File: config.mk
export PLATFORM = sky130hd
export DESIGN_NAME = ccff_chain_loader
export DESIGN_NICKNAME = d
export VERILOG_FILES = /design/src/rtl/ccff_ctrl_pkg.sv /design/src/rtl/ccff_crc8.sv /design/src/rtl/ccff_chain_loader.sv
export SDC_FILE = /design/constraint.sdc
export NUM_CORES = 1
export LEC_CHECK = 0
export ABC_AREA = 1
export CORE_MARGIN = 3
export CORE_UTILIZATION = 46
export CTS_BUF_LIST = sky130_fd_sc_hd__clkbuf_4
export DETAILED_ROUTE_END_ITERATION = 10
export PLACE_DENSITY = 0.79
export SLEW_MARGIN = 20
export SYNTH_ARGS = -nofsm -noshare
export SYNTH_HDL_FRONTEND = slang
export SYNTH_HIERARCHICAL = 1
export SYNTH_SLANG_ARGS = --single-unit
File: constraint.sdc
create_clock -name prog_clk -period 1.6 [get_ports prog_clk]
set_input_delay 0.24 -clock prog_clk [delete_from_list [all_inputs] [get_ports prog_clk]]
set_output_delay 0.24 -clock prog_clk [all_outputs]
set_load 0.005 [all_outputs]
File: src/rtl/ccff_ctrl_pkg.sv
// Shared types and constants for the configuration flip-flop chain loader.
// The CRC helper is only referenced when CCFF_READBACK_CRC_EN is defined.
package ccff_ctrl_pkg;

    typedef enum logic [1:0] {
        IDLE  = 2'd0,
        LOAD  = 2'd1,
        SHIFT = 2'd2,
        DONE  = 2'd3
    } state_e;

    localparam logic [7:0] CRC8_POLY = 8'h07;
    localparam logic [7:0] CRC8_INIT = 8'h00;

    // One step of an MSB-first CRC-8 LFSR fed with a single serial bit.
    function automatic logic [7:0] crc8_next(input logic [7:0] crc, input logic din);
        logic fb;
        fb = crc[7] ^ din;
        return {crc[6:0], 1'b0} ^ (fb ? CRC8_POLY : 8'h00);
    endfunction

endpackage

File: src/rtl/ccff_crc8.sv
// Serial-in CRC-8 register over the chain's tail stream.
// Compiled only when CCFF_READBACK_CRC_EN is defined.
`ifdef CCFF_READBACK_CRC_EN
module ccff_crc8
    import ccff_ctrl_pkg::*;
(
    input  logic       clk,
    input  logic       rst_n,
    input  logic       en,
    input  logic       clr,
    input  logic       din,
    output logic [7:0] crc
);

    // NOTE: state updates use non-blocking assignments so every flop samples pre-edge values.
    always_ff @(posedge clk or negedge rst_n) begin
        if (!rst_n) begin
            crc <= CRC8_INIT;
        end else if (clr) begin
            crc <= CRC8_INIT;
        end else if (en) begin
            crc <= crc8_next(crc, din);
        end
    end

endmodule
`endif

File: src/rtl/ccff_chain_loader.sv
// Streams configuration words LSB-first into a tile's ccff chain, issuing exactly
// CHAIN_LEN shift enables per load. Optional tail readback CRC: CCFF_READBACK_CRC_EN.
module ccff_chain_loader
    import ccff_ctrl_pkg::*;
#(
    parameter int CHAIN_LEN = 20,
    parameter int WORD_W    = 8,
    parameter int CNT_W     = $clog2(CHAIN_LEN + 1)
) (
    input  logic              prog_clk,
    input  logic              prog_reset,
    input  logic              start,
    input  logic              abort,
    input  logic [WORD_W-1:0] cfg_data,
    input  logic              cfg_valid,
    output logic              cfg_ready,
    output logic              ccff_head,
    input  logic              ccff_tail,
    output logic              ccff_clk_en,
    output logic              busy,
    output logic              done,
    output logic [CNT_W-1:0]  bit_count,
    output logic [7:0]        readback_crc
);

    localparam int                WC_W      = $clog2(WORD_W + 1);
    localparam logic [CNT_W-1:0]  LAST_CNT  = CNT_W'(CHAIN_LEN);
    localparam logic [WC_W-1:0]   WORD_FULL = WC_W'(WORD_W);

    state_e            state_q, state_d;
    logic [WORD_W-1:0] sreg_q;
    logic [WC_W-1:0]   word_cnt_q;
    logic [CNT_W-1:0]  bit_inc;
    logic              word_last;
    logic              prefetch_ok;
    logic              ready_c;
    logic              accept;
    logic              load_start;

    assign bit_inc     = bit_count + CNT_W'(1);
    assign word_last   = (word_cnt_q == WC_W'(1));
    // A new word may only overlap the last bit of the current one if the chain still needs bits.
    assign prefetch_ok = word_last && (bit_inc < LAST_CNT);
    assign accept      = cfg_valid && ready_c;
    assign load_start  = (state_q == IDLE) && start && !abort;

    // NOTE: every combinational output gets a default first so no latch is inferred.
    always_comb begin
        state_d = state_q;
        ready_c = 1'b0;
        unique case (state_q)
            IDLE: if (start) state_d = LOAD;
            LOAD: begin
                ready_c = 1'b1;
                if (cfg_valid) state_d = SHIFT;
            end
            SHIFT: begin
                ready_c = prefetch_ok;
                if (bit_inc == LAST_CNT)                       state_d = DONE;
                else if (word_last && !(cfg_valid && prefetch_ok)) state_d = LOAD;
            end
            DONE:    state_d = IDLE;
            default: state_d = IDLE;
        endcase
        if (abort) begin
            state_d = IDLE;
            ready_c = 1'b0;
        end
    end

    always_ff @(posedge prog_clk or negedge prog_reset) begin
        if (!prog_reset) begin
            state_q <= IDLE;
        end else begin
            state_q <= state_d;
        end
    end

    always_ff @(posedge prog_clk or negedge prog_reset) begin
        if (!prog_reset) begin
            sreg_q     <= '0;
            word_cnt_q <= '0;
            bit_count  <= '0;
        end else begin
            if (load_start) begin
                bit_count <= '0;
            end else if (state_q == SHIFT) begin
                bit_count <= bit_inc;
            end
            if (accept) begin
                sreg_q     <= cfg_data;
                word_cnt_q <= WORD_FULL;
            end else if (state_q == SHIFT) begin
                sreg_q     <= sreg_q >> 1;
                word_cnt_q <= word_cnt_q - WC_W'(1);
            end
        end
    end

    // Chain-facing outputs depend on flops only, keeping the clock-gate enable glitch-free.
    assign ccff_clk_en = (state_q == SHIFT);
    assign ccff_head   = ccff_clk_en && sreg_q[0];
    assign busy        = (state_q != IDLE);
    assign done        = (state_q == DONE) && !abort;
    assign cfg_ready   = ready_c;

`ifdef CCFF_READBACK_CRC_EN
    ccff_crc8 u_crc8 (
        .clk   (prog_clk),
        .rst_n (prog_reset),
        .en    (ccff_clk_en),
        .clr   (load_start),
        .din   (ccff_tail),
        .crc   (readback_crc)
    );
`else
    logic unused_tail;
    assign unused_tail  = ccff_tail;
    assign readback_crc = 8'h00;
`endif

endmodule

# Word level (Yosys, flattened, before mapping)
# Cells that the tools add are included.
[word_totals]
inputBits = 14
output_inout_bits = 18
word_cells = 44
regBits = 19
[classes]
n_mux = 14
n_eq_ne = 8
addsub = 2
reduce_logical = 15
order_cmp = 1
[ops]
columns = ["cell", "n"]
rows = [
  ["2-to-1 mux 8 bit", 2],
  ["2-to-1 mux 2 bit", 5],
  ["2-to-1 mux 5 bit", 2],
  ["logical AND 1 bit", 8],
  ["2-to-1 mux 4 bit", 2],
  ["case mux 2 bit (4 select lines)", 1],
  ["!= test 3 bit, second input constant", 2],
  ["nonzero test 2 bit", 3],
  ["adder 5 x 1 -> 5 bit, second input constant", 1],
  ["== test 5 bit, second input constant", 1],
  ["< comparator 5 bit, second input constant", 1],
  ["== test 2 bit, second input constant", 2],
  ["== test 4 x 1 -> 1 bit, second input constant", 1],
  ["!= test 4 x 2 -> 1 bit, second input constant", 1],
  ["subtractor 4 x 1 -> 4 bit, second input constant", 1],
  ["AND reduction 3 bit", 1],
  ["== test 2 x 1 -> 1 bit, second input constant", 1],
  ["logical NOT 1 bit", 2],
  ["logical NOT 2 bit", 1],
  ["case mux 1 bit (2 select lines)", 1],
  ["2-to-1 mux 1 bit", 1],
]

# Longest topological paths before layout
[depth]
word_depth = 10
ltp_mapped = 12
ltp_nobuf = 12

# Worst setup path before layout
# No wires, ideal clock.
[synth_path]
kind = "flip-flop to flip-flop"
startpoint = "register bit_count[0]"
endpoint = "register sreg_q[0]"
arrival_time_ns = 1.527
period_less_slack_ns = 1.643
t_required_ns = 1.483
setup_time_ns = 0.117
path_buffers = 1
setup_slack_ns = -0.043
path_stages_with_launch = 13
path_cell_list = "dfrtp_1 > ha_1 > inv_1 > nand2_1 > nand2_1 > nand3_1 > nand2_2 > nand2_2 > nand2_4 > nand3_4 > buf_6 > nand3_2 > nand2_1"
[synth_between]
elab_chain_cells = 7
elab_cells_between_ends = 8
classes_between = "1 x add/sub; 1 x order compare; 3 x mux; 3 x reduce/logical"
[synth_lines]
columns = ["element", "line", "text"]
rows = [
  ["start, declared", "ccff_chain_loader.sv:22", "output logic [CNT_W-1:0] bit_count,"],
  ["start signal, assigned", "ccff_chain_loader.sv:88", "bit_count <= bit_inc;"],
  ["adder 5 x 1 -> 5 bit (*)", "ccff_chain_loader.sv:40", "assign bit_inc = bit_count + CNT_W'(1);"],
  ["< comparator 5 bit (*)", "ccff_chain_loader.sv:43", "assign prefetch_ok = word_last && (bit_inc < LAST_CNT);"],
  ["logical AND 1 bit (*)", "ccff_chain_loader.sv:43", ""],
  ["case mux 1 bit (2 select lines) (*)", "ccff_chain_loader.sv:51", "unique case (state_q)"],
  ["2-to-1 mux 1 bit (*)", "ccff_chain_loader.sv:65", "if (abort) begin"],
  ["logical AND 1 bit (*)", "ccff_chain_loader.sv:44", "assign accept = cfg_valid && ready_c;"],
  ["2-to-1 mux 8 bit or nonzero test 2 bit (tied branches)", "-", ""],
  ["end signal, assigned", "ccff_chain_loader.sv:91", "sreg_q <= cfg_data;"],
  ["end signal, assigned", "ccff_chain_loader.sv:94", "sreg_q <= sreg_q >> 1;"],
  ["end, declared", "ccff_chain_loader.sv:31", "logic [WORD_W-1:0] sreg_q;"],
]
# Mark *: on every way between the ends. The rest lies on a longest branch, timed or not.
# A chain may end at the register's enable or synchronous reset.

# Final worst setup path
[layout_path]
startpoint = "register bit_count[0]"
endpoint = "output port cfg_ready"
[layout_between]
elab_chain_cells = 5
[layout_lines]
columns = ["element", "line", "text"]
rows = [
  ["adder 5 x 1 -> 5 bit", "ccff_chain_loader.sv:40", ""],
  ["< comparator 5 bit", "ccff_chain_loader.sv:43", ""],
  ["logical AND 1 bit", "ccff_chain_loader.sv:43", ""],
  ["case mux 1 bit (2 select lines)", "ccff_chain_loader.sv:51", ""],
  ["2-to-1 mux 1 bit", "ccff_chain_loader.sv:65", ""],
  ["end, declared", "ccff_chain_loader.sv:16", "output logic cfg_ready,"],
]
# Every way passes these cells.

==> results by group <==
Outcome
  • Status: finished, violations left
  • Violated checks: setup timing

Placed design
  • RD Place Congestion: about 0.89
  • Buffers added on ports: 22
  • DP Worst Slack: -0.343 ns
  • DP Wirelength: between 2 and 2.5 mm
  • Inst Count DP: approximately 250

Route
  • Via Count: 1405
  • WL final: ~4.1 mm
  • DR vias/cell: around 5.3
  • Detail Route Antenna Nets: 0
  • 1st-iter DRT viols: 69
  • First-pass iteration count of the detailed router: 4
  • # DRC: 0
  • Routed length per placed instance: between 15 and 20 um

Power
  • Switching part of the total power: 44.3%
  • Pwr Total: 0.00305 W
  • P_sw: 0.00135 W
  • Clock power frac: 9.0%
  • Cell Int Power: 0.00170 W
  • Power density over the cells: around 1500 nW/um2
  • Worst VDD drop: roughly 1400 uV
  • Comb power frac: 63.5%
  • Sequential power share: between 20% and 30%
  • Leak Pwr: 1.04 nW

Critical path
  • CP max stage cell: dfrtp_1
  • CP arrival: roughly 1.7 ns
  • CP Cell Sequence: ha_4, inv_2, nand2_2, nand2_2, nand3_2, nand2_2, nand2_2, nand2_4, nand2_2, nor2_2, buf_2
  • Buf/Inv on CP: 2
  • CP max stage delay: between 0.4 and 0.5 ns
  • Cell mode on critical path: nand2_2
  • Critical Path Source Type: register
  • Critical Path End Type: output port
  • Crit path kind: reg2out
  • Worst EP required: roughly 1.4 ns
  • CP Max Fanout: 3
  • Delay-heaviest family, CP: simple AND/OR/NAND/NOR gates

Final layout
  • Synthesis-to-finish area growth: 48.5%
  • Nets: 259
  • Non-Filler Instances: roughly 270
  • Inserted Diodes: 0
  • Share of cells above drive strength 1: roughly 33%

Global route
  • First-pass GRT wire length: slightly above 6 mm
  • Antenna violations before repair: 0
  • Gr usage total: between 20% and 30%
  • Vias in the first global route: 1418
  • Remaining global-route overflow: 0
  • Largest net degree at the start of global routing: 20

Timing
  • RSZ-0062 raised after global routing: true
  • Slew HR: around 62%
  • Fin. max-slew vios: 0
  • Tcrit/Tclk final: 119%
  • Max Freq: 525 MHz
  • Hold WS: roughly 0.24 ns
  • Final setup viols: 15
  • Worst slew pin tran: about 0.57 ns
  • Max Clock Skew: 0.00938 ns
  • Minimum clock period: 1.90 ns
  • Hold Vio Cnt, Final: 0
  • Final setup margin: -0.304 ns

Floorplan
  • Row cnt: 18
  • Die footprint: roughly 3600 um2
  • Ports: 32
  • Die height: ~60 um
  • Initial Utilization: around 51%
  • Die Width: approximately 60 um
  • Core area: between 2000 and 3000 um2

Clock tree
  • CTS buffer count: 3
  • # clock sinks: 19
  • Reg clk slew, reported paths: 0.12 ns
  • TritonCTS clock tree: built
  • Clock latency on the worst-skew pair: 0.31 ns
  • CTS Hold Buffers Added: 0
  • Max Buffers Root-to-Sink: 2
  • # H-tree levels: 1
  • Root Driver: clkbuf_4

Synth
  • Sequential share of the synthesized area: between 30% and 40%
  • Synth warn: 6
  • Library cells used by synthesis: 26
  • Post-synthesis register bit count: 19
  • Top cells by area, synth: dfrtp_1 (36%), nand2_1 (16%), inv_1 (8.1%)
  • Syn Area/Cell: about 7.3 um2
  • Area leader, netlist: dfrtp_1
  • Cells after Synth: about 180
  • Area fraction of the dominant cell type after synthesis: between 30 and 40%
  • Synth Cell Area: between 1000 and 1500 um2

Worst hold path
  • Worst Hold Class: in2async

Run
  • Max_cap viols: 0
==> repair_timing <==
action,in CTS,in global routing
gates cloned,3,0
setup buffers,11,4
pin swaps,5,17
setup endpoints to repair,19,20
gates resized for setup,28,32
==> synthesized netlist by cell type <==
| cell | n |
|---|---|
| a21oi_1 | 2 |
| and2_1 | 1 |
| buf_2 | 1 |
| buf_4 | 8 |
| buf_6 | 1 |
| clkbuf_1 | 3 |
| conb_1 | 1 |
| dfrtp_1 | 19 |
| ha_1 | 8 |
| inv_1 | 29 |
| inv_2 | 1 |
| nand2_1 | 58 |
| nand2_2 | 2 |
| nand2_4 | 1 |
| nand3_1 | 11 |
| nand3_2 | 6 |
| nand3_4 | 1 |
| nand4_1 | 10 |
| nor2_1 | 9 |
| nor2_2 | 1 |
| nor3_1 | 1 |
| o21ai_0 | 2 |
| o21ai_1 | 1 |
| o21ai_2 | 1 |
| o22ai_1 | 3 |
| xor2_1 | 2 |
==> per-stage QoR <==
| step | instance area, um2 | TNS, ns | utilization (%) |
|---|---|---|---|
| floorplan | 1370 | -0.0756 | - |
| global placement | 1690 | -0.912 | 64.7 |
| detailed placement | 1690 | -2.01 | 64.7 |
| CTS | 1890 | -1.16 | 72.4 |
| global route | 1990 | -3.19 | 76.0 |
| finish | 1990 | -1.77 | 76.0 |
==> cells in the final DEF (no fill, tap or decap), drive strengths merged <==
cell type and instances:
a21oi 2, and2 1, buf 33, clkbuf 4, clkdlybuf4s15 2, clkdlybuf4s50 17
conb 8, dfrtp 19, ha 8, inv 30, nand2 61, nand3 21
nand4 10, nor2 10, nor3 1, o21ai 4, o22ai 3, xor2 2
==> path summary, 6_finish.rpt <==
path,to,cells past startpoint,slack (ns),from
min in group prog_clk,sreg_q[7],3,0.50,cfg_data[7]
setup reg to reg,sreg_q[4],12,-0.14,bit_count[0]
setup / recovery,cfg_ready,11,-0.30,bit_count[0]
max in group asynchronous,bit_count[2],2,1.12,prog_reset
hold / removal,word_cnt_q[2],2,0.24,prog_reset
hold reg to reg,sreg_q[2],2,0.54,sreg_q[2]
==> state kept, by name (all words and copies together), names as in the netlist <==
name / flops
bit_count: 5
sreg_q: 8
state_q: 2
word_cnt_q: 4
==> layout make-up <==
cell class / instances / area [um2]
clock buffers: 4 / 30.0
fillers: 179 / 627
inverters: 30 / 115
multi-input cells: 131 / 860
flip-flops and latches: 19 / 478
well taps: 30 / 37.5
repair buffers: 52 / 465
==> power groups by stage <==
stage | Sequential [W] | Clock, W | Combinational [W]
after floorplan | 0.000823 | 0 | 0.000796
after global placement | 0.000797 | 0 | 0.00133
after detailed placement | 0.000816 | 0 | 0.00141
after CTS | 0.000812 | 0.000276 | 0.00171
after global routing | 0.000860 | 0.000293 | 0.00210
final | 0.000839 | 0.000275 | 0.00194
==> per-layer routing <==
metal  GRT usage, %  share of wire, %
met1           27.9                37
met2           40.7                53
met3           2.81               5.8
met4           6.33               4.6
met5              0                 0
==> cell families (layout without fill, tap and decap cells) <==
| family | count (synthesis) | count (layout) | synth area share [%] |
|---|---|---|---|
| and+or+nand+nor | 101 | 104 | 36.5 |
| buffers and inverters | 43 | 86 | 15.0 |
| DFF | 19 | 19 | 35.5 |
| AOI/OAI and AO/OA | 9 | 9 | 3.93 |
| adders and majority gates | 8 | 8 | 7.48 |
| xor gates and xnor gates | 2 | 2 | 1.31 |
| other | 1 | 8 | 0.280 |
No activity file was read; power rests on OpenSTA's default activity.
